==> src/rtl/rtmc_reg_arb.sv <==
// ---------------------------------------------------------------------------
// rtmc_reg_arb
// Two-requester arbiter/sequencer for the rtmc register bus. Requester 0
// (SPI slave) and requester 1 (command sequencer) share one register target
// port. Transactions are serialised with round-robin fairness; a watchdog
// forces completion when the target never acknowledges.
//
// Ports:
//   clk, rst                 clock, synchronous active-high reset
//   m0_*/m1_*                requester ports (addr, wdat, wr, rd in;
//                            rdat, ack out)
//   reg_addr/wdat/wr/rd      target request, held until reg_ack sampled
//   reg_rdat, reg_ack        target response
//   gnt                      one-hot current owner, 00 when idle
//   err                      sticky timeout flag, err_clr clears it
// ---------------------------------------------------------------------------
package rtmc_pkg;
   parameter int ADDR_W = 8;
   parameter int DATA_W = 8;
endpackage

module rtmc_reg_arb #(
   parameter int ADDR_W  = rtmc_pkg::ADDR_W,
   parameter int DATA_W  = rtmc_pkg::DATA_W,
   parameter int TIMEOUT = 16
) (
   input  logic              clk,
   input  logic              rst,
   input  logic [ADDR_W-1:0] m0_addr,
   input  logic [DATA_W-1:0] m0_wdat,
   input  logic              m0_wr,
   input  logic              m0_rd,
   output logic [DATA_W-1:0] m0_rdat,
   output logic              m0_ack,
   input  logic [ADDR_W-1:0] m1_addr,
   input  logic [DATA_W-1:0] m1_wdat,
   input  logic              m1_wr,
   input  logic              m1_rd,
   output logic [DATA_W-1:0] m1_rdat,
   output logic              m1_ack,
   output logic [ADDR_W-1:0] reg_addr,
   output logic [DATA_W-1:0] reg_wdat,
   output logic              reg_wr,
   output logic              reg_rd,
   input  logic [DATA_W-1:0] reg_rdat,
   input  logic              reg_ack,
   output logic [1:0]        gnt,
   output logic              err,
   input  logic              err_clr
);

   typedef enum logic [1:0] {IDLE, BUSY, DONE} state_t;

   state_t            state;
   state_t            state_nxt;
   logic              last_m1;
   logic [7:0]        cnt;

   logic              m0_act;
   logic              m1_act;
   logic              pick_m1;
   logic              timeout_hit;
   logic              finish;

   logic [ADDR_W-1:0] reg_addr_d;
   logic [DATA_W-1:0] reg_wdat_d;
   logic              reg_wr_d;
   logic              reg_rd_d;
   logic [1:0]        gnt_d;
   logic              last_m1_d;
   logic [7:0]        cnt_d;
   logic              m0_ack_d;
   logic              m1_ack_d;
   logic [DATA_W-1:0] m0_rdat_d;
   logic [DATA_W-1:0] m1_rdat_d;
   logic              err_d;
   logic [DATA_W-1:0] rdat_ret;

   // Request decode. With both active, the requester that did not win last
   // time is picked; last_m1 resets to 1 so m0 wins the first contention.
   always_comb begin
      m0_act      = m0_wr | m0_rd;
      m1_act      = m1_wr | m1_rd;
      pick_m1     = m1_act & (~m0_act | ~last_m1);
      timeout_hit = (cnt == 8'(TIMEOUT - 1));
      finish      = reg_ack | timeout_hit;
   end

   // State register.
   always_ff @(posedge clk) begin
      if (rst) begin
         state <= IDLE;
      end else begin
         state <= state_nxt;
      end
   end

   // Next-state logic.
   always_comb begin
      state_nxt = state;
      case (state)
         IDLE:    if (m0_act | m1_act) state_nxt = BUSY;
         BUSY:    if (finish)          state_nxt = DONE;
         DONE:    state_nxt = IDLE;
         default: state_nxt = IDLE;
      endcase
   end

   // Next values of every registered output. Acks and return data default to
   // zero so they pulse for exactly the one completion cycle; the target
   // request and grant hold unless changed. A real ack beats a coinciding
   // timeout, and a timeout setting err beats err_clr.
   always_comb begin
      reg_addr_d = reg_addr;
      reg_wdat_d = reg_wdat;
      reg_wr_d   = reg_wr;
      reg_rd_d   = reg_rd;
      gnt_d      = gnt;
      last_m1_d  = last_m1;
      cnt_d      = cnt;
      m0_ack_d   = 1'b0;
      m1_ack_d   = 1'b0;
      m0_rdat_d  = '0;
      m1_rdat_d  = '0;
      err_d      = err_clr ? 1'b0 : err;
      rdat_ret   = '0;
      case (state)
         IDLE: begin
            if (m0_act | m1_act) begin
               reg_addr_d = pick_m1 ? m1_addr : m0_addr;
               reg_wdat_d = pick_m1 ? m1_wdat : m0_wdat;
               reg_wr_d   = pick_m1 ? m1_wr : m0_wr;
               reg_rd_d   = pick_m1 ? (m1_rd & ~m1_wr) : (m0_rd & ~m0_wr);
               gnt_d      = pick_m1 ? 2'b10 : 2'b01;
               last_m1_d  = pick_m1;
               cnt_d      = '0;
            end
         end
         BUSY: begin
            cnt_d = cnt + 8'd1;
            if (finish) begin
               reg_wr_d = 1'b0;
               reg_rd_d = 1'b0;
               if (reg_ack) begin
                  rdat_ret = reg_rd ? reg_rdat : '0;
               end else begin
                  rdat_ret = '1;
                  err_d    = 1'b1;
               end
               m0_ack_d  = gnt[0];
               m1_ack_d  = gnt[1];
               m0_rdat_d = gnt[0] ? rdat_ret : '0;
               m1_rdat_d = gnt[1] ? rdat_ret : '0;
            end
         end
         DONE: begin
            gnt_d = 2'b00;
         end
         default: begin
            gnt_d = 2'b00;
         end
      endcase
   end

   // Output and datapath registers.
   always_ff @(posedge clk) begin
      if (rst) begin
         reg_addr <= '0;
         reg_wdat <= '0;
         reg_wr   <= 1'b0;
         reg_rd   <= 1'b0;
         gnt      <= 2'b00;
         last_m1  <= 1'b1;
         cnt      <= '0;
         m0_ack   <= 1'b0;
         m1_ack   <= 1'b0;
         m0_rdat  <= '0;
         m1_rdat  <= '0;
         err      <= 1'b0;
      end else begin
         reg_addr <= reg_addr_d;
         reg_wdat <= reg_wdat_d;
         reg_wr   <= reg_wr_d;
         reg_rd   <= reg_rd_d;
         gnt      <= gnt_d;
         last_m1  <= last_m1_d;
         cnt      <= cnt_d;
         m0_ack   <= m0_ack_d;
         m1_ack   <= m1_ack_d;
         m0_rdat  <= m0_rdat_d;
         m1_rdat  <= m1_rdat_d;
         err      <= err_d;
      end
   end

endmodule

==> config.mk <==
export PLATFORM = sky130hd
export DESIGN_NAME = rtmc_reg_arb
export DESIGN_NICKNAME = d
export VERILOG_FILES = /design/src/rtl/rtmc_reg_arb.sv
export SDC_FILE = /design/constraint.sdc
export NUM_CORES = 1
export LEC_CHECK = 0
export BUFFER_PORTS_ARGS = -buffer_cell sky130_fd_sc_hd__buf_4
export CAP_MARGIN = 25
export CORE_MARGIN = 1.5
export CORE_UTILIZATION = 45
export CTS_BUF_LIST = sky130_fd_sc_hd__clkbuf_8
export DETAILED_ROUTE_END_ITERATION = 10
export PLACE_DENSITY_LB_ADDON = 0.3
export SETUP_SLACK_MARGIN = 0.15
export SYNTH_ARGS = -nofsm -noshare
export SYNTH_HDL_FRONTEND = slang
export SYNTH_SLANG_ARGS = --single-unit
==> constraint.sdc <==
create_clock -name clk -period 5 [get_ports clk]
set_clock_uncertainty 0.05 [all_clocks]
set_input_delay 0.25 -clock clk [delete_from_list [all_inputs] [get_ports clk]]
set_output_delay 0.25 -clock clk [all_outputs]
set_load 0.01 [all_outputs]
# [Word level (Yosys, flattened, before mapping)]
# Cells that the tools add are included.
# Widths: inputs -> output; s select.
[classes] n_addsub=1 eq_ne=4 n_mux=23 bitwise=16 n_reduce_logical=10
[ops] cell="$mux 8" count=5
[ops] cell="$pmux 8 s2" count=1
[ops] cell="$mux 1" count=9
[ops] cell="$add 8x1->8 const B" count=1
[ops] cell="$eq 8x4->1 const B" count=1
[ops] cell="$mux 2" count=4
[ops] cell="$not 1->1" count=8
[ops] cell="$pmux 2 s2" count=2
[ops] cell="$reduce_and 2->1" count=4
[ops] cell="$reduce_or 4->1" count=2
[ops] cell="$or 1x1->1" count=5
[ops] cell="$ne 2x2->1 const B" count=2
[ops] cell="$pmux 1 s2" count=2
[ops] cell="$and 1x1->1" count=3
[ops] cell="$reduce_and 3->1" count=1
[ops] cell="$reduce_or 3->1" count=1
[ops] cell="$eq 2x1->1 const B" count=1
[ops] cell="$logic_not 2->1" count=1
[ops] cell="$reduce_bool 2->1" count=1
[word_totals] register_bits=50 inputBits=48 output_inout_bits=39 elab_cells=67

# [Longest topological paths before layout]
[depth] word_depth=7 mapped_depth=6 depth_no_buf=5

# [Worst setup path before layout]
# No wires, ideal clock.
[synth_path] path_type="register to register" start="register cnt[4]" end="register err" setup_time_ns=0.065 arrival_ns=1.462 t_required_ns=4.885 slack_ns=3.423 stages_incl_launch_ff=5 n_path_buf=0 period_less_slack_ns=1.577 path_cell_list="dfxtp_1 > or4_1 > or2_1 > o32a_1 > nor2_1"
[synth_between] elab_chain_len=4
[synth_lines] element="start: declaration" line_no="57" source="logic [7:0] cnt;"
[synth_lines] element="start signal: assignment" line_no="187" source="cnt <= cnt_d;"
[synth_lines] element="$eq 8x4->1" line_no="85" source="timeout_hit = (cnt == 8'(TIMEOUT - 1));"
[synth_lines] element="$or 1x1->1" line_no="86" source="finish = reg_ack | timeout_hit;"
[synth_lines] element="$mux 1" line_no="141" source="if (finish) begin"
[synth_lines] element="$mux 1" line_no="127" source="case (state)"
[synth_lines] element="end signal: assignment" line_no="192" source="err <= err_d;"
[synth_lines] element="end: declaration" line_no="48" source="output logic err,"
# Every way passes these cells.
# A chain may end at the register's enable or synchronous reset.

# [Final worst setup path]
[layout_path] start="register cnt[4]" end="register reg_wr"
[layout_between] elab_chain_len=4
[layout_lines] element="$eq 8x4->1" line_no="85"
[layout_lines] element="$or 1x1->1" line_no="86"
[layout_lines] element="$ne 2x2->1 (no line)"
[layout_lines] element="$reduce_and 3->1 (no line)"
[layout_lines] element="end signal: assignment" line_no="183" source="reg_wr <= reg_wr_d;"
[layout_lines] element="end: declaration" line_no="43" source="output logic reg_wr,"
# Every way passes these cells.

==> parameters.txt <==
Parameter                              Value

Outcome
  Status ... finished, final reports clean

Setup path
  Flop-to-flop setup slack ... approximately 3.3 ns
  Critical Path AT ... between 1.5 and 2 ns
  Critical Path Slowest Stage Cell ... or4_1
  Buf/Inv on CP ... 0
  Worst EP required ... approximately 5.1 ns
  Startpoint-to-endpoint class of the critical path ... reg2reg
  CP Capture Type ... register
  Max stage delay on crit path ... 0.56 ns
  Kind of launch point of the worst setup path ... register
  Peak fanout along the critical path ... 5
  List of cells traversed by the critical path ... or4_1 -> or2_1 -> a21boi_0 -> o32ai_1
  Length in cells of the worst reg-to-reg path ... 4
  Worst r2r dst ... reg_wr
  Worst reg2reg path startpoint ... cnt[4]
  CP delay by family, top ... simple AND/OR/NAND/NOR gates

Yosys
  Synthesized flop and latch total ... 50
  Total number of yosys warnings ... 0
  Synth Instances ... about 210
  Main flop type after synthesis ... dfxtp_1
  Largest cells by area after synthesis ... dfxtp_1 (51%), nor2_1 (8.2%), mux2i_1 (8.2%)
  Number of unique standard cell types used by synthesis ... 37
  Post-synthesis instance area ... 1959 um2
  Number of nets produced by synthesis ... between 200 and 300
  Avg Inst Size Synth ... about 9.5 um2
  Cell types with the highest counts after synthesis ... dfxtp_1 (50), nor2_1 (43), a211oi_1 (17)
  Cell type with the highest aggregate area in the netlist ... dfxtp_1
  Share of synthesized area occupied by flip-flops and latches ... between 50 and 60%
  Most used standard cell by instance count after synthesis ... dfxtp_1
  Post-synth EDFFs ... 0
  Share of synthesized flip-flops with an asynchronous set or reset ... 0%
  Area share of the largest cell type after synthesis ... 51.09%

Drt
  Final WL ... 4.572 mm
  Drt first pass iters ... 4
  DRC ... 0
  Wire length per cell ... about 13 um
  Routed Antenna Nets ... 0
  Via density ... 5.237
  Via Count ... between 1.5k and 2k
  Count of routing violations after the opening detailed-route iteration ... 86

CTS
  H-tree level count ... 2
  Source-to-sink clock delay at the later pin of the worst-skew pair ... approximately 0.30 ns
  Number of buffers created by CTS ... 5
  Post-CTS Setup Inserts ... 0
  Sink count of the clock tree ... 50
  Clock Tree Buf Depth ... 2
  Clock tree from TritonCTS ... built
  CTS clock-pin slew for the worst setup and hold paths ... about 0.090 ns
  Number of cells upsized or downsized after cts ... 0
  Clock root buffer ... clkbuf_8
  Hold-fix buffer count after cts ... 0

Global routing
  Maximum number of pins on one net before global-route repair ... 34
  Number of antenna violations at the first check in global routing ... 0
  Overall overflow remaining after global route ... 0
  Overall fraction of global-route tracks in use ... 19.63%
  Number of global-route vias before repair ... about 1.5k
  Wire length of the first global-routing pass ... approximately 6.9 mm

Timing
  Final critical path time including I/O delays and setup ... 1.742 ns
  Rel. slew slack ... between 50% and 60%
  Achievable clock frequency ... about 570 MHz
  Setup repair after global routing missed its margin ... no
  Transition at the pin with the smallest max-transition slack ... about 0.6 ns
  Setup violators final ... 0
  Final-report hold violation count ... 0
  Portion of the clock cycle consumed by the worst path in the final layout ... between 30% and 40%
  Post-Route Setup TNS ... 0 ns
  Final slew viol count ... 0

Layout
  Cell area after layout ... 2749 um2
  Diode count ... 0
  Final net count ... 340
  Synthesis-to-finish area growth ... 40.29%
  Final standard cell count with taps included and fillers excluded ... 342
  Share of final-layout standard cells stronger than drive strength 1 ... between 30% and 40%

Hold path
  Min-delay src ... err_clr
  Cell depth of the worst min-delay path ... 3
  Type of the tightest min-delay check ... in2reg
  Endpoint with the worst hold slack ... err

Power
  Combinational power share ... 20.1%
  Power per cell area ... ~300 nW/um2
  Switching power as a share of total power ... between 20% and 30%
  Power share of the clock group ... ~28%
  Switching component of the power ... about 230 uW
  Cell-internal power ... 609.6 uW
  Portion of total power attributed to sequential cells ... a little over half
  Worst vdd rail ir drop ... about 230 uV
  Leakage power ... between 0.001 and 0.0015 uW

Placement
  Number of cells after detailed placement ... approximately 330
  Post-detailed-placement cell area ... 2659 um2
  Final HPWL DP ... between 3 and 4 mm
  PortBufs ... between 80 and 90
  Global placement routability congestion ... approximately 0.80

Floorplanning
  Standard-cell rows ... 23
  Initial cell density of the core ... between 40% and 50%
  Die Wd ... between 60 and 70 um
  Vertical die dimension ... between 60 and 70 um
  Core box area ... a little over 4000 um2
  Full die area ... approximately 4800 um2
  Number of top-level design ports ... 87

Job
  Count of maximum capacitance violations ... 0
per-layer routing:
metal / GRT usage (%) / part of all wire, %
met4: 6.863 / 1.2
met2: 32.09 / 49
met3: 5.195 / 6.5
met1: 24.97 / 43
met5: 0 / 0
power groups by stage:
| stage | registers (uW) | logic [uW] | clock network [uW] |
|---|---|---|---|
| after detailed placement | 449 | 169 | 0 |
| final | 439 | 169 | 231 |
| after floorplan | 456 | 78.8 | 0 |
| after CTS | 440 | 170 | 238 |
| after global placement | 448 | 161 | 0 |
| after global routing | 443 | 186 | 255 |
stage by stage:
step | total power, uW | util [%] | setup WS [ns] | hold WS [ns]
after global placement | 608.7 | 64.33 | 3.137 | 0.4368
after detailed placement | 618.2 | 65.06 | 3.193 | 0.4348
after CTS | 847.3 | 67.27 | 3.247 | 0.1527
final | 839.1 | 67.27 | 3.258 | 0.1612
after floorplan | 534.7 | - | 3.423 | 0.3834
after global routing | 884.0 | 67.27 | 3.153 | 0.1711
state kept, by name, indices dropped and copies added (netlist names), 2 cells and up:
name      cells
reg_wdat      8
cnt           8
state         2
m1_rdat       8
reg_addr      8
m0_rdat       8
gnt           2
final cells by class:
class,instances,area (um2)
Clock buffer,5,68.82
Multi-Input combinational cell,141,900.9
Clock inverter,3,21.27
Fill cell,360,1338
Tap cell,50,62.56
Inverter,5,18.77
Sequential cell,50,1001
Timing Repair Buffer,88,675.6
how the worst max path moves through the flow:
stage / startpoint / end / slack [ns] / cells past startpoint
4_1_cts: cnt[4] / reg_wr / 3.25 / 4
2_1_floorplan: cnt[4] / err / 3.42 / 4
3_3_place_gp: m1_rd / reg_addr[1] / 3.14 / 4
5_1_grt: state[0] / cnt[7] / 3.15 / 4
6_report: cnt[4] / reg_wr / 3.26 / 4
3_5_place_dp: m0_rd / last_m1 / 3.19 / 5
cell usage in the layout (no fill, tap or decap), drive strengths merged:
cell type and n:
and2 1, ha 1, buf 88, or2 2, a21oi 7, or3 2, clkbuf 5, o21bai 1
nand2b 3, mux2i 16, nor4 1, xnor2 1, a311oi 1, o211ai 1, dfxtp 50, nand2 6
a211o 1, and3 2, o32a 1, o21ba 1, nand3 5, a211oi 17, mux2 1, nor2 43
inv 5, clkinvlp 1, nand4 1, clkinv 2, nor3 3, o21ai 5, o21a 2, or4 1
a21boi 11, o32ai 3, nor2b 1
tightest hold or removal path, cell delays in order:
cell and delay (ns):
buf_4 0.08, o32a_1 0.11, nor2_1 0.03
logic make-up after synthesis:
| family | share of synthesized area, % |
|---|---|
| buf+inv | 3.449 |
| flops | 51.09 |
| compound gates | 18.58 |
| xor+xnor | 0.4471 |
| simple gates | 17.05 |
| fa+ha+maj | 0.6385 |
| mux | 8.748 |
(Power assumes the default switching activity.)
